## src/rtl/event_monitor_pkg.sv

```systemverilog
// Shared types and helpers for the event monitor.
// Trigger modes and event record packing.
package event_monitor_pkg;

  localparam int EVT_PROBE_W = 32;
  localparam int EVT_ID_W    = 8;
  localparam int EVT_TS_W    = 32;
  localparam int EVT_W       = EVT_TS_W + EVT_ID_W + EVT_PROBE_W;

  typedef enum logic [1:0] {
    TRIG_LEVEL  = 2'd0,
    TRIG_RISE   = 2'd1,
    TRIG_CHANGE = 2'd2,
    TRIG_RSVD   = 2'd3
  } trig_mode_e;

  // Event record layout: timestamp in MSBs, id in the middle, data in LSBs.
  function automatic logic [EVT_W-1:0] pack_event(
    input logic [EVT_TS_W-1:0]    ts,
    input logic [EVT_ID_W-1:0]    id,
    input logic [EVT_PROBE_W-1:0] data
  );
    return {ts, id, data};
  endfunction

endpackage

```

## src/rtl/event_monitor_fifo.sv

```systemverilog
// Count-based synchronous FIFO with registered read data.
// Pushes into a full FIFO are dropped unless a pop frees a slot.
module event_monitor_fifo #(
  parameter int WIDTH = 72,
  parameter int DEPTH = 16,
  parameter int CW    = $clog2(DEPTH + 1)
) (
  input  logic             clk,
  input  logic             rst_n,
  input  logic             push,
  input  logic [WIDTH-1:0] wdata,
  input  logic             pop,
  output logic [WIDTH-1:0] rdata,
  output logic             empty,
  output logic             full,
  output logic [CW-1:0]    count,
  output logic             overflow
);

  localparam int AW = $clog2(DEPTH);

  logic [WIDTH-1:0] mem [DEPTH];
  logic [AW-1:0]    wr_ptr;
  logic [AW-1:0]    rd_ptr;
  logic             pop_ok;
  logic             push_ok;

  assign empty   = (count == '0);
  assign full    = (count == CW'(DEPTH));
  assign pop_ok  = pop && !empty;
  assign push_ok = push && (!full || pop_ok);

  // Storage array: written on accepted push, no reset needed.
  always_ff @(posedge clk) begin
    if (push_ok) mem[wr_ptr] <= wdata;
  end

  // Pointers, occupancy, read register and sticky drop flag.
  always_ff @(posedge clk) begin
    if (!rst_n) begin
      wr_ptr   <= '0;
      rd_ptr   <= '0;
      count    <= '0;
      rdata    <= '0;
      overflow <= 1'b0;
    end else begin
      if (push_ok) wr_ptr <= wr_ptr + 1'b1;
      if (pop_ok) begin
        rd_ptr <= rd_ptr + 1'b1;
        rdata  <= mem[rd_ptr];
      end
      case ({push_ok, pop_ok})
        2'b10:   count <= count + 1'b1;
        2'b01:   count <= count - 1'b1;
        default: count <= count;
      endcase
      if (push && full && !pop_ok) overflow <= 1'b1;
    end
  end

endmodule

```

## src/rtl/event_monitor_core.sv

```systemverilog
// Event monitor: masked trigger compare, timestamp counter,
// and capture of {ts, id, data} records into an event FIFO.
module event_monitor_core
  import event_monitor_pkg::*;
#(
  parameter int PROBE_W    = EVT_PROBE_W,
  parameter int ID_W       = EVT_ID_W,
  parameter int TS_W       = EVT_TS_W,
  parameter int FIFO_DEPTH = 16
) (
  input  logic                         clk,
  input  logic                         rst_n,
  input  logic                         en,
  input  logic                         arm,
  input  logic [1:0]                   trig_mode,
  input  logic [PROBE_W-1:0]           trig_value,
  input  logic [PROBE_W-1:0]           trig_mask,
  input  logic [ID_W-1:0]              probe_id,
  input  logic [PROBE_W-1:0]           probe_data,
  input  logic                         evt_pop,
  output logic [TS_W+ID_W+PROBE_W-1:0] evt_data,
  output logic                         evt_valid,
  output logic                         triggered_sticky,
  output logic                         fifo_overflow_sticky,
  output logic                         fifo_empty,
  output logic                         fifo_full,
  output logic [$clog2(FIFO_DEPTH+1)-1:0] fifo_count
);

  localparam int W  = TS_W + ID_W + PROBE_W;
  localparam int CW = $clog2(FIFO_DEPTH + 1);

  logic [TS_W-1:0]    ts;
  logic [PROBE_W-1:0] prev_data;
  logic               prev_match;
  logic               match;
  logic               mode_hit;
  logic               hit;
  trig_mode_e         mode;

  assign mode  = trig_mode_e'(trig_mode);
  assign match = ((probe_data ^ trig_value) & trig_mask) == '0;
  assign hit   = en && arm && mode_hit;

  // Per-mode trigger decision for the current cycle.
  always_comb begin
    mode_hit = 1'b0;
    case (mode)
      TRIG_LEVEL:  mode_hit = match;
      TRIG_RISE:   mode_hit = match && !prev_match;
      TRIG_CHANGE: mode_hit = ((probe_data ^ prev_data) & trig_mask) != '0;
      default:     mode_hit = 1'b0;
    endcase
  end

  // Timestamp, edge-detect history and trigger sticky flag.
  always_ff @(posedge clk) begin
    if (!rst_n) begin
      ts               <= '0;
      prev_data        <= '0;
      prev_match       <= 1'b0;
      triggered_sticky <= 1'b0;
    end else begin
      if (en) ts <= ts + 1'b1;
      prev_data  <= probe_data;
      prev_match <= match;
      if (!arm)     triggered_sticky <= 1'b0;
      else if (hit) triggered_sticky <= 1'b1;
    end
  end

  event_monitor_fifo #(
    .WIDTH (W),
    .DEPTH (FIFO_DEPTH),
    .CW    (CW)
  ) u_fifo (
    .clk      (clk),
    .rst_n    (rst_n),
    .push     (hit),
    .wdata    (pack_event(ts, probe_id, probe_data)),
    .pop      (evt_pop),
    .rdata    (evt_data),
    .empty    (fifo_empty),
    .full     (fifo_full),
    .count    (fifo_count),
    .overflow (fifo_overflow_sticky)
  );

  assign evt_valid = !fifo_empty;

endmodule

```

## config.mk

```make
export PLATFORM = sky130hd
export DESIGN_NAME = event_monitor_core
export DESIGN_NICKNAME = d
export VERILOG_FILES = /design/src/rtl/event_monitor_pkg.sv /design/src/rtl/event_monitor_fifo.sv /design/src/rtl/event_monitor_core.sv
export SDC_FILE = /design/constraint.sdc
export NUM_CORES = 1
export LEC_CHECK = 0
export BUFFER_PORTS_ARGS = -buffer_cell sky130_fd_sc_hd__buf_2
export CAP_MARGIN = 20
export CORE_UTILIZATION = 66
export CTS_BUF_LIST = sky130_fd_sc_hd__clkbuf_8 sky130_fd_sc_hd__clkbuf_16
export CTS_CLUSTER_SIZE = 40
export DETAILED_ROUTE_END_ITERATION = 7
export PLACE_DENSITY = 0.92
export REMOVE_ABC_BUFFERS = 1
export SETUP_SLACK_MARGIN = 0.05
export SLEW_MARGIN = 0
export SYNTH_ARGS = -nofsm -noshare
export SYNTH_HDL_FRONTEND = slang
export SYNTH_SLANG_ARGS = --single-unit
```

## constraint.sdc

```tcl
create_clock -name clk -period 9.5 [get_ports clk]
set_clock_uncertainty 0.15 [all_clocks]
set_input_delay 0.95 -clock clk [delete_from_list [all_inputs] [get_ports clk]]
set_output_delay 0.95 -clock clk [all_outputs]
set_load 0.005 [all_outputs]
```

==> results of run 1 <==
-- cells in the final DEF, fill, tap and decap left out, types with 3 or more instances in the layout --
master and count:
and2_1 40, dfxtp_1 148, and3_4 12, a22oi_1 32, mux4_2 360, mux2i_1 10, nand2b_1 5, clkinvlp_4 5
or3_1 3, clkinv_1 10, and3_1 6, bufinv_16 11, buf_4 25, clkinv_2 22, and2_4 5, dfxtp_4 4
clkbuf_8 11, ha_1 7, buf_2 192, xor2_1 83, xnor2_1 15, nand4_1 16, inv_1 37, nor3_1 3
inv_4 3, nor2_1 41, nand2_1 170, nand3_1 14, edfxtp_1 1152, buf_12 3, clkbuf_16 125, a21oi_1 77
-- where the power goes --
group          switching [mW]  total [mW]  internal [mW]
sequential              0.133        6.46           6.33
clock                    2.18        4.95           2.76
combinational            1.20        2.37           1.17
-- synthesized netlist by cell type, types with 2 or more instances --
| cell type | instances | area [um2] |
|---|---|---|
| a21oi_1 | 77 | 385 |
| a22oi_1 | 32 | 240 |
| and2_1 | 45 | 282 |
| and3_1 | 18 | 113 |
| buf_1 | 18 | 67.6 |
| buf_2 | 33 | 165 |
| clkbuf_1 | 63 | 236 |
| dfxtp_1 | 152 | 3040 |
| edfxtp_1 | 1152 | 34600 |
| ha_1 | 7 | 87.6 |
| inv_1 | 9 | 33.8 |
| mux2i_1 | 10 | 100 |
| mux4_2 | 360 | 8110 |
| nand2_1 | 171 | 642 |
| nand2b_1 | 5 | 31.3 |
| nand3_1 | 14 | 70.1 |
| nand4_1 | 16 | 100 |
| nor2_1 | 41 | 154 |
| nor2b_1 | 2 | 12.5 |
| nor3_1 | 3 | 15.0 |
| nor3b_1 | 2 | 15.0 |
| nor4_1 | 2 | 12.5 |
| o21ai_0 | 2 | 10.0 |
| or2_2 | 2 | 12.5 |
| or3_1 | 3 | 18.8 |
| xnor2_1 | 15 | 131 |
| xor2_1 | 83 | 727 |
-- layout make-up --
| cell class | count | area share |
|---|---|---|
| Antenna cell | 2 | 0.0000899 |
| Inverter | 10 | 0.000719 |
| Clock buffer | 136 | 0.0589 |
| Tap cell | 969 | 0.0218 |
| Multi-Input combinational cell | 925 | 0.207 |
| Clock inverter | 84 | 0.0128 |
| Sequential cell | 1304 | 0.676 |
| Timing Repair Buffer | 222 | 0.0227 |
-- cell families (layout without fill, tap and decap cells) --
logic type / after synthesis / after routing / share of synthesized area
adders and majority gates: 8 / 8 / 0.00217
muxes: 372 / 372 / 0.166
and+or+nand+nor: 330 / 330 / 0.0310
other: 0 / 2 / 0
DFF: 1304 / 1304 / 0.759
buffers and inverters: 126 / 452 / 0.0105
AOI/OAI and AO/OA: 117 / 117 / 0.0139
xor gates and xnor gates: 98 / 98 / 0.0173
-- registers in the layout (all words and copies together) (netlist names), 4 cells and up --
name           count
u_fifo.rdata      72
prev_data         32
u_fifo.wr_ptr      4
u_fifo.count       5
ts                32
u_fifo.mem      1152
u_fifo.rd_ptr      4
-- worst max-delay path by stage --
stage / cells after the start / end
6_report: 9 / u_fifo.mem[3][37]$_DFFE_PP_
5_1_grt: 9 / u_fifo.mem[13][33]$_DFFE_PP_
4_1_cts: 9 / u_fifo.mem[12][33]$_DFFE_PP_
3_5_place_dp: 9 / u_fifo.mem[1][38]$_DFFE_PP_
3_3_place_gp: 9 / u_fifo.mem[12][37]$_DFFE_PP_
2_1_floorplan: 4 / u_fifo.rdata[0]$_SDFFE_PN0P_
-- critical path: stages --
cell and delay (ps):
buf_2 320, xor2_1 140, a22oi_1 220, nand4_1 240, nor4_2 430, o21ai_1 220, a211oi_1 830, and2_4 860
buf_4 720
-- stage by stage --
| step | utilization | power (mW) |
|---|---|---|
| after floorplan | - | 8.70 |
| after global placement | 0.693 | 8.74 |
| after global routing | 0.748 | 14.1 |
| after detailed placement | 0.693 | 8.84 |
| after CTS | 0.747 | 13.7 |
| final | 0.748 | 13.8 |
-- routing by layer --
layer / part of all wire / routed length, um / global-route usage / up-vias
met5: 0 / 0 / 0 / -
met4: 0.050 / 6720 / 0.169 / 0
met3: 0.12 / 15400 / 0.0696 / 484
met2: 0.50 / 67000 / 0.572 / 2751
met1: 0.33 / 44100 / 0.465 / 13600
li1: - / - / - / 10000
==> results.md, run 1 <==
- Post-Syn Area: 0.0496 mm2
- Setup CP Type: primary input to register
- Number of vias per cell: 7.36
- First-pass iteration count of the detailed router: 7
- Synth-to-Final Area Change: 12.3%
- Die height: 276 um
- # clock sinks: 1304
- Hold_sp: u_fifo.rdata[35]$_SDFFE_PN0P_
- Hold Path Depth: 2
- Leakage: 18.0 nW
- # rows: 100
- Placed Cells: 3427
- Status: finished, final reports clean
- Worst slew pin tran: 1240 ps
- Initial DRC count: 4468
- Detailed Route WL: 133 mm
- Multi-input logic area: 0.0115 mm2
- CTS Hold Bufs: 0
- Clk slew on worst S/H paths: 60 ps
- Final worst setup slack: 4640 ps
- Asr flop ratio synth: 0
- Slew HR: 0.176
- GPL Wtd Cong: 0.915
- Die area: 0.0762 mm2
- Reg2reg start: prev_data[11]$_SDFF_PN0_
- Total negative slack: 0 ps
- Unrepaired setup endpoints after global routing: false
- Max-cap violations: 0
- Initial antenna violation count: 2
- First-pass GRT wire length: 191 mm
- EDFF count, synth: 1152
- F_max: 0.206 GHz
- Worst Setup SP: probe_data[29]
- Initial Utilization: 0.666
- Final Max Tran Viols: 0
- Core area: 0.0744 mm2
- Root Driver: clkbuf_16
- Crit-path max FO: 38
- Via count: 26900
- Number of fill cells: 3510
- Max H-tree Level: 3
- Cell Area, Placed: 0.0516 mm2
- PwrDens: 247 mW/mm2
- CTS tree: yes
- Worst R2R Setup Slack: 5240 ps
- Post-DP HPWL: 63.8 mm
- Worst skew pair latency: 700 ps
- Total GRT Usage: 0.351
- Syn Inst Count: 2355
- Drt drc: 0
- Pre-CTS setup slack: 4260 ps
- Sequential fraction of the synthesis area: 0.759
- Final Cell Area: 0.0557 mm2
- IR drop worst, VDD: 0.274 mV
- #FFs+latches synth: 1304
- Critical Path RT: 9650 ps
- Critical R2R Capture: u_fifo.mem[3][37]$_DFFE_PP_
- Post-CTS sizing: 0
- Period utilization: 0.511
- Count of final hold-check violations: 0
- Final ANT Viol Nets: 0
- Crit path capture type: register
- Non-filler cells, final: 3652
- Layout cell share with drive strength beyond 1: 0.297
- Worst r2r path cells: 8
- Synth Area per Inst: 21.1 um2
- Vias in the first global route: 27600
- Final net count: 2698
- Die width: 276 um
- CP arrival: 5000 ps
- Critical path startpoint category: primary input
- Post-synth top flop: edfxtp_1
- I/O Buffers: 192
- WHS Endpoint: u_fifo.rdata[35]$_SDFFE_PN0P_
- Wire length per cell: 36.5 um
- GRT Residual Overflow: 0
- Register area: 0.0377 mm2
- Yosys cell types: 45
- Maximum root-to-sink buffer count: 3
- Postcts setup bufs: 0
- Synth warn: 0
- Setup-failing EPs final: 0
- Final hold slack: 301 ps
- I/O Pins: 193
- CTS buffer count: 116
- Shortest period the worst path allows: 4860 ps
- Pin count of the biggest net entering global routing: 202
- Tightest Hold Check Type: register to register
Note: power is estimated with default switching activity, not from simulation.
==> inputs of run 2 (changes only) <==
--- a/config.mk
+++ b/config.mk
@@ -7,11 +7,11 @@
 export LEC_CHECK = 0
 export BUFFER_PORTS_ARGS = -buffer_cell sky130_fd_sc_hd__buf_2
 export CAP_MARGIN = 20
-export CORE_UTILIZATION = 66
+export CORE_UTILIZATION = 61
 export CTS_BUF_LIST = sky130_fd_sc_hd__clkbuf_8 sky130_fd_sc_hd__clkbuf_16
 export CTS_CLUSTER_SIZE = 40
 export DETAILED_ROUTE_END_ITERATION = 7
-export PLACE_DENSITY = 0.92
+export PLACE_DENSITY = 0.87
 export REMOVE_ABC_BUFFERS = 1
 export SETUP_SLACK_MARGIN = 0.05
 export SLEW_MARGIN = 0
==> constraint.sdc (replaced) <==
create_clock -name clk -period 4.5 [get_ports clk]
set_clock_uncertainty 0.15 [all_clocks]
set_input_delay 0.45 -clock clk [delete_from_list [all_inputs] [get_ports clk]]
set_output_delay 0.45 -clock clk [all_outputs]
set_load 0.005 [all_outputs]
==> run 2 against run 1 <==
Sequential cell count unchanged. Sequential power up 110%. Setup slack worse by 4600 ps. Clock power up 110%. Non-clock buffer count up 64. Final cell count up 4.4%. Critical endpoint is now u_fifo.mem[3][38]$_DFFE_PP_. Via count down 0.53%. Clock-buffer cell count down 2. Routed wire length down 1.7%. Utilization down 4.2 points.
==> results.md, run 2 (synthesis gave the netlist of run 1 again) <==
- Drt drc: 0
- First-pass iteration count of the detailed router: 6
- Total GRT Usage: 0.323
- Max-cap violations: 0
- Reg2reg start: prev_data[18]$_SDFF_PN0_
- Count of final hold-check violations: 0
- Crit path capture type: register
- Clk slew on worst S/H paths: 70 ps
- Die height: 287 um
- Die area: 0.0824 mm2
- Final net count: 2764
- Final Max Tran Viols: 0
- Worst slew pin tran: 1070 ps
- Period utilization: 0.987
- Setup CP Type: primary input to register
- Unrepaired setup endpoints after global routing: false
- I/O Buffers: 192
- Initial Utilization: 0.617
- F_max: 0.225 GHz
- Max reg flops: 1152
- Leakage: 18.6 nW
- Worst R2R Setup Slack: 740 ps
- Via count: 26700
- Final ANT Viol Nets: 0
- Root Driver: clkbuf_16
- Initial DRC count: 4089
- Critical Path RT: 4680 ps
- Post-DP HPWL: 67.8 mm
- Hold_sp: probe_data[15]
- Max H-tree Level: 3
- Synth-to-Final Area Change: 14.5%
- Worst r2r path cells: 13
- Shortest period the worst path allows: 4440 ps
- Placed Cells: 3571
- Postcts setup bufs: 0
- Critical path startpoint category: primary input
- Wire length per cell: 34.4 um
- Final core utilization: 0.706
- Initial antenna violation count: 1
- CP arrival: 4620 ps
- Diode count: 0
- Final hold slack: 30.1 ps
- Non-filler cells, final: 3811
- I/O Pins: 193
- CTS buffer count: 118
- GPL Wtd Cong: 0.863
- Crit path to: u_fifo.mem[3][38]$_DFFE_PP_
- Slew HR: 0.282
- First-pass GRT wire length: 190 mm
- # rows: 104
- CTS tree: yes
- Maximum root-to-sink buffer count: 3
- Critical R2R Capture: u_fifo.count[4]$_SDFFE_PN0P_
- Commonest non-fill, non-tap cell in the layout: edfxtp_1
- Die width: 287 um
- Largest regs: u_fifo.mem x1152, u_fifo.rdata x72
- GRT Residual Overflow: 0
- Detailed Route WL: 131 mm
- Total power: 29.1 mW
- Status: finished, final reports clean
- Number of vias per cell: 7.02
- Pin count of the biggest net entering global routing: 79
- Total negative slack: 0 ps
- IR drop worst, VDD: 0.665 mV
- Worst skew pair latency: 720 ps
- Top reg by flops: u_fifo.mem
- Commonest cells after routing, fill and taps aside: edfxtp_1, mux4_2, buf_2
- Vias in the first global route: 27500
- # clock sinks: 1304
- Tightest Hold Check Type: primary input to register
- Worst Setup SP: probe_data[18]
- Layout cell share with drive strength beyond 1: 0.307
- Core area: 0.0804 mm2
- Number of fill cells: 4289
- Setup-failing EPs final: 0
- PwrDens: 513 mW/mm2
- Crit-path max FO: 22
==> run 2: cell count changes in the layout (fill, tap and decap cells not counted), sizes merged <==
cell and delta:
dlygate4sd3 +12, clkinvlp -4, inv -1, bufinv +1, clkinv +12, buf +52
clkbuf -2, diode -2
==> run 2: layout make-up <==
| class | instances | area, um2 | share of cell area |
|---|---|---|---|
| repair buffers | 286 | 2270 | 0.0399 |
| clock inverters | 92 | 783 | 0.0138 |
| multi-input cells | 925 | 11500 | 0.203 |
| well taps | 1060 | 1330 | 0.0234 |
| clock buffers | 134 | 3210 | 0.0565 |
| inverters | 10 | 40.0 | 0.000705 |
| flip-flops and latches | 1304 | 37700 | 0.663 |
==> run 2: worst min path at each step <==
stage / slack, ps / endpoint / cells after the start
after floorplan: 290 / triggered_sticky$_SDFFE_PN0P_ / 2
after global placement: 280 / triggered_sticky$_SDFFE_PN0P_ / 2
after detailed placement: 290 / triggered_sticky$_SDFFE_PN0P_ / 2
after CTS: 6 / u_fifo.mem[5][15]$_DFFE_PP_ / 1
after global routing: 30 / u_fifo.mem[14][6]$_DFFE_PP_ / 1
final: 30 / u_fifo.mem[10][15]$_DFFE_PP_ / 1
==> run 2: critical path: stages <==
cell	delay [ps]
dlygate4sd3_1	530
buf_2	320
xor2_1	170
a22oi_1	510
buf_4	250
nand4_1	110
nor4_2	370
o21ai_1	250
a211oi_1	910
and2_4	330
buf_4	380
==> run 2: metal layers <==
metal  track usage  share of wire
met1         0.430           0.34
met2         0.534           0.51
met3        0.0600           0.11
met4         0.130          0.041
met5             0        0.00015
==> run 2: timing repair <==
action	CTS	global route
endpoints found under the hold margin	127	1
hold buffers	11	1
resized for setup	0	1
endpoints found under the setup margin	0	296
==> run 2: per-stage QoR <==
stage / instance area [um2] / setup WS, ps
after floorplan: 49100 / -8900
after global placement: 52600 / 419
after detailed placement: 52600 / 239
after CTS: 56700 / 136
after global routing: 56800 / 113
final: 56800 / 58.2
==> run 2: power by group <==
group | switching [mW] | total, mW | leakage (nW) | internal (mW)
clock network | 4.56 | 10.4 | 2.09 | 5.79
registers | 0.338 | 13.7 | 11.9 | 13.4
logic | 2.52 | 5.09 | 4.55 | 2.58
